===== config.mk =====
export PLATFORM = sky130hd
export DESIGN_NAME = inv_monitor
export DESIGN_NICKNAME = d
export VERILOG_FILES = /design/src/rtl/inv_monitor.sv
export SDC_FILE = /design/constraint.sdc
export NUM_CORES = 1
export LEC_CHECK = 0
export BUFFER_PORTS_ARGS = -buffer_cell sky130_fd_sc_hd__buf_2
export CAP_MARGIN = 5
export CORE_MARGIN = 2
export CORE_UTILIZATION = 42
export CTS_CLUSTER_SIZE = 14
export DETAILED_ROUTE_END_ITERATION = 8
export PLACE_DENSITY = 0.66
export RECOVER_POWER = 25
export SETUP_SLACK_MARGIN = 0.15
export SYNTH_ARGS = -nofsm -noshare
export SYNTH_HDL_FRONTEND = slang
export SYNTH_SLANG_ARGS = --single-unit
export TNS_END_PERCENT = 1

===== constraint.sdc =====
create_clock -name clk -period 1.75 [get_ports clk]
set_clock_uncertainty 0.15 [all_clocks]
set_input_delay 0.2625 -clock clk [delete_from_list [all_inputs] [get_ports clk]]
set_output_delay 0.2625 -clock clk [all_outputs]
set_load 0.005 [all_outputs]

===== src/rtl/inv_monitor.sv =====
// Inverter invariant monitor: checks obs_out == ~obs_in delayed by LATENCY cycles,
// counts stimulus toggles and mismatches. Optional macro INV_MONITOR_FIRST_ERR_EN adds first_err_cyc.
module inv_monitor #(
    parameter int unsigned LATENCY = 0,
    parameter int unsigned CNT_W   = 16
) (
    input  logic             clk,
    input  logic             rst_n,
    input  logic             en,
    input  logic             clr,
    input  logic             obs_in,
    input  logic             obs_out,
    output logic [1:0]       state,
    output logic             err,
    output logic [CNT_W-1:0] err_cnt,
    output logic [CNT_W-1:0] tgl_cnt
`ifdef INV_MONITOR_FIRST_ERR_EN
    ,
    output logic [CNT_W-1:0] first_err_cyc
`endif
);

    typedef enum logic [1:0] {
        IDLE    = 2'd0,
        WARMUP  = 2'd1,
        CHECK   = 2'd2,
        ST_FAIL = 2'd3
    } state_t;

    localparam logic [2:0] WARM_LAST = (LATENCY > 0) ? 3'(LATENCY - 1) : 3'd0;

    state_t           cur_st;
    logic             err_q;
    logic [CNT_W-1:0] err_cnt_q;
    logic [CNT_W-1:0] tgl_cnt_q;
    logic [2:0]       wcnt;
    logic             started;
    logic             prev_in;
    logic             dly_bit;
    logic             exp_out;
    logic             checking;
    logic             mismatch;

    // Delay line: dly_bit is obs_in as it was LATENCY edges ago.
    generate
        if (LATENCY == 0) begin : g_nodly
            assign dly_bit = obs_in;
        end else if (LATENCY == 1) begin : g_dly1
            logic dly_q;
            always_ff @(posedge clk or negedge rst_n) begin
                if (!rst_n) dly_q <= 1'b0;
                else        dly_q <= obs_in;
            end
            assign dly_bit = dly_q;
        end else begin : g_dlyn
            logic [LATENCY-1:0] dly_q;
            always_ff @(posedge clk or negedge rst_n) begin
                if (!rst_n) dly_q <= '0;
                else        dly_q <= {dly_q[LATENCY-2:0], obs_in};
            end
            assign dly_bit = dly_q[LATENCY-1];
        end
    endgenerate

    assign exp_out  = ~dly_bit;
    assign checking = (cur_st == CHECK) || (cur_st == ST_FAIL);
    assign mismatch = checking && (obs_out != exp_out);

    always_ff @(posedge clk or negedge rst_n) begin
        if (!rst_n) prev_in <= 1'b0;
        else        prev_in <= obs_in;
    end

    always_ff @(posedge clk or negedge rst_n) begin
        if (!rst_n) begin
            cur_st    <= IDLE;
            err_q     <= 1'b0;
            err_cnt_q <= '0;
            tgl_cnt_q <= '0;
            wcnt      <= '0;
            started   <= 1'b0;
        end else if (clr) begin
            cur_st    <= IDLE;
            err_q     <= 1'b0;
            err_cnt_q <= '0;
            tgl_cnt_q <= '0;
            wcnt      <= '0;
            started   <= 1'b0;
        end else if (!en) begin
            cur_st  <= IDLE;
            wcnt    <= '0;
            started <= 1'b0;
        end else begin
            case (cur_st)
                IDLE: begin
                    cur_st  <= (LATENCY > 0) ? WARMUP : CHECK;
                    wcnt    <= '0;
                    started <= 1'b0;
                end
                WARMUP: begin
                    if (wcnt == WARM_LAST) begin
                        cur_st <= CHECK;
                        wcnt   <= '0;
                    end else begin
                        wcnt <= wcnt + 3'd1;
                    end
                end
                CHECK, ST_FAIL: begin
                    if (mismatch) begin
                        cur_st <= ST_FAIL;
                        err_q  <= 1'b1;
                        if (err_cnt_q != '1) err_cnt_q <= err_cnt_q + CNT_W'(1);
                    end
                    // The first checking cycle has no valid previous sample to toggle against.
                    if (started && (obs_in != prev_in) && (tgl_cnt_q != '1))
                        tgl_cnt_q <= tgl_cnt_q + CNT_W'(1);
                    started <= 1'b1;
                end
                default: cur_st <= IDLE;
            endcase
        end
    end

`ifdef INV_MONITOR_FIRST_ERR_EN
    logic [CNT_W-1:0] cyc_q;
    logic [CNT_W-1:0] first_err_q;

    // cyc_q reads 0 during the first checking cycle; err_q low marks "no error latched yet".
    always_ff @(posedge clk or negedge rst_n) begin
        if (!rst_n) begin
            cyc_q       <= '0;
            first_err_q <= '1;
        end else if (clr) begin
            cyc_q       <= '0;
            first_err_q <= '1;
        end else if (!en || !checking) begin
            cyc_q <= '0;
        end else begin
            if (cyc_q != '1) cyc_q <= cyc_q + CNT_W'(1);
            if (mismatch && !err_q) first_err_q <= cyc_q;
        end
    end

    assign first_err_cyc = first_err_q;
`endif

    assign state   = cur_st;
    assign err     = err_q;
    assign err_cnt = err_cnt_q;
    assign tgl_cnt = tgl_cnt_q;

endmodule


==> metrics.md <==
| Metric | Value |
|---|---|
| Final setup slack of the worst path | -96.7 ps |
| Global-route wire length before repair | 7.76 mm |
| GRT Residual Overflow | 0 |
| Die Wd | 74.0 um |
| Fin nets | 301 |
| Count of cell types in the netlist | 33 |
| PwrDens | 555 nW/um^2 |
| Mapped Nets | 225 |
| Clock tree from TritonCTS | done |
| Sequential-to-total area share from yosys stat | 48.6% |
| Sequential cell area | 1000 um^2 |
| Post-Route Utilization | 60.8% |
| Crit Path Max Fanout | 6 |
| Mean instance size in the synthesized netlist | 9.58 um^2 |
| Met2 global-route usage | 29.7% |
| Root Driver | sky130_fd_sc_hd__clkbuf_8 |
| Slew headroom | 63.7% |
| Number of global-route vias before repair | 1701 |
| Async set-reset flop share out of synthesis | 100% |
| Min Tclk post-route | 1850 ps |
| Core area | 4720 um^2 |
| GR met3 Demand/Resource | 3.39% |
| Ratio of cells with drive above 1 in the final layout | 41.2% |
| Critical path, cell by cell | nand4_1 -> buf_4 -> nor4_4 -> buf_4 -> nor2_2 -> xnor2_1 -> nor2_1 |
| Violation count after the first detailed-route iteration | 72 |
| I/O pin count | 41 |
| CP peak stage delay | 400 ps |
| Highest Clock Rate | 542 MHz |
| Floorplan die area | 5480 um^2 |
| Largest net degree at the start of global routing | 25 |
| Post-route ant nets | 0 |
| Class of the tightest hold or removal check | in -> reg |
| Met1 routing resource usage after global routing | 24.7% |
| Post-synthesis register bit count | 40 |
| Final number of hold-violating endpoints | 0 |
| LEAKAGE | 1.31 nW |
| CTS sink count | 40 |
| Number of filler cells placed in the layout | 413 |
| Top Family by Delay on Critical Path | simple AND/OR/NAND/NOR gates |
| Clock slew at the register clock pins of the worst setup and hold paths | 70 ps |
| Slowest stage cell on the critical path | sky130_fd_sc_hd__dfrtp_1 |
| Final HPWL DP | 3.39 mm |
| Violations in the final reports | negative setup slack |
| Area fraction of the dominant cell type after synthesis | 48.6% |
| Cell with the most instances after synthesis | sky130_fd_sc_hd__dfrtp_1 |
| Cell type with the highest aggregate area in the netlist | sky130_fd_sc_hd__dfrtp_1 |
| Pin slew with the least headroom to its limit | 544 ps |
| Commonest register cell after synthesis | sky130_fd_sc_hd__dfrtp_1 |
| Final clock period utilization by the worst path | 106% |
| Count of flip-flops with a built-in enable after synthesis | 0 |
| Wire per inst | 14.0 um |
| Num rows | 25 |
| Clk Latency, worst-skew pair | 280 ps |
| Arrival @ worst endpoint | 1870 ps |
| Count of yosys warnings during synthesis | 0 |
| Tot GR Track Use | 18.5% |
| Multi-input gate area | 1190 um^2 |
| CTS buffer count | 5 |
| Startpoint types | flip-flop |
| Most area-consuming cells after synthesis | sky130_fd_sc_hd__dfrtp_1, sky130_fd_sc_hd__xnor2_1, sky130_fd_sc_hd__nor2_1 |
| Worst path bufs/invs | 2 |
| Per-cell via count in the routed design | 5.05 |
| Max-Cap Viols | 0 |
| Maximum number of buffers from clock root to sink | 2 |
| Final weighted congestion in routability-driven placement | 0.845 |
| Initial standard-cell utilization of the core | 43.6% |
| Die Y | 74.0 um |
| N_diodes | 0 |
| Via Count | 1809 |
| Top Usage Layer GRT | met2 |
| Kind of critical path | reg -> reg |
| Initial antenna violation count | 0 |
| CTS H-Tree Depth | 2 |
| Area of the mapped netlist | 2060 um^2 |
| Final setup violation count | 6 |
| Final WL | 5.03 mm |
| Number of pins exceeding their max-slew limit in the final report | 0 |
| Area growth from synthesis to final layout | 39.3% |
| Most numerous cell types in the synthesized netlist | sky130_fd_sc_hd__dfrtp_1, sky130_fd_sc_hd__nor2_1, sky130_fd_sc_hd__o21ai_0 |
| First-pass iteration count of the detailed router | 4 |
| Maximum vdd ir drop | 0.000337 V |
| Post-synthesis cell count | 215 |
| Result of the run | finished, violations left |
| Drt drc | 0 |
| Port Buf Inserts | 40 |
| Cell seen most often among critical-path stages | sky130_fd_sc_hd__buf_4 |
| RSZ-0062 raised after global routing | yes |
| Required @ worst endpoint | 1770 ps |
| Crit end category | flip-flop |
| Pre-CTS setup slack | -83.0 ps |
## repair_timing
action | in CTS | in global routing
hold buffers | 1 | 1
gates resized for setup | 25 | 23
pin swaps | 11 | 15
endpoints found under the hold margin | 19 | 1
buffers inserted | 3 | 0
endpoints found under the setup margin | 31 | 35
## layer usage
layer	vias to the layer above	routed length [um]
li1	904	-
met1	866	2340
met2	35	2480
met3	4	168
met4	0	38
met5	-	0
## final cells by class
type | instances | area share [%]
Multi-Input combinational cell | 161 | 41.6
Sequential cell | 40 | 34.9
Timing Repair Buffer | 79 | 17.3
Tap cell | 67 | 2.92
Clock buffer | 6 | 2.53
Inverter | 4 | 0.523
Clock inverter | 1 | 0.174
## power by group
group	total [mW]	switching [mW]	internal (mW)	leakage, nW
combinational	0.0883	0.0570	0.0313	0.714
sequential	0.933	0.00401	0.929	0.555
clock	0.573	0.302	0.271	0.0410
## cells in the final DEF, fill, tap and decap left out, types with 4 or more instances in the layout
master	netlist	layout
sky130_fd_sc_hd__inv_1	4	4
sky130_fd_sc_hd__dfrtp_1	40	40
sky130_fd_sc_hd__xor2_1	11	10
sky130_fd_sc_hd__buf_2	1	38
sky130_fd_sc_hd__nor2_1	28	26
sky130_fd_sc_hd__clkbuf_8	0	5
sky130_fd_sc_hd__nand3_1	8	4
sky130_fd_sc_hd__nand2_1	14	14
sky130_fd_sc_hd__a21oi_1	5	4
sky130_fd_sc_hd__buf_4	0	33
sky130_fd_sc_hd__o21ai_0	19	17
sky130_fd_sc_hd__xnor2_1	18	18
sky130_fd_sc_hd__nand4_1	9	9
## state kept, by name, summed over array words and instances, names as in the netlist
name,cells
err,1
err_cnt,16
prev_in,1
started,1
state,2
tgl_cnt,16
wcnt,3
## worst paths after layout
check,startpoint,end,slack [ps],cells after the start
min reg2reg,started,started,370,2
max,tgl_cnt[8],tgl_cnt[0],-100,7
min in group asynchronous,rst_n,err_cnt[8],330,2
max in group asynchronous,rst_n,err,220,3
max reg2reg,tgl_cnt[8],tgl_cnt[0],-100,7
min,clr,tgl_cnt[5],230,3
## worst reg2reg max path, stage by stage, from the launching register on
cell	delay, ps
sky130_fd_sc_hd__dfrtp_1	400
sky130_fd_sc_hd__nand4_1	150
sky130_fd_sc_hd__buf_4	180
sky130_fd_sc_hd__nor4_4	380
sky130_fd_sc_hd__buf_4	220
sky130_fd_sc_hd__nor2_2	50
sky130_fd_sc_hd__xnor2_1	160
sky130_fd_sc_hd__nor2_1	60
## through the flow
step / hold slack [ps] / setup TNS [ps] / power (mW) / std cells / cell area [um^2]
6_report: 227 / -275 / 1.59 / 358 / 2870
5_1_grt: 230 / -1680 / 1.67 / 358 / 2870
3_3_place_gp: 104 / -72.7 / 1.04 / 346 / 2580
3_5_place_dp: 96.6 / -415 / 1.04 / 346 / 2580
4_1_cts: 2.60 / -0.414 / 1.61 / 357 / 2790
2_1_floorplan: -183 / 0 / 0.980 / 215 / 2070
## kinds of logic after synthesis
kind of cell | count (synthesis) | synth area share, %
AND/OR/NAND/NOR | 96 | 25.0
flip-flops | 40 | 48.6
AO/OA/AOI/OAI | 29 | 7.53
XOR/XNOR | 29 | 12.3
buffers and inverters | 14 | 2.61
adder cells (fa/ha/maj) | 4 | 2.43
multiplexers | 3 | 1.52
Note: power is estimated with default switching activity, not from simulation.
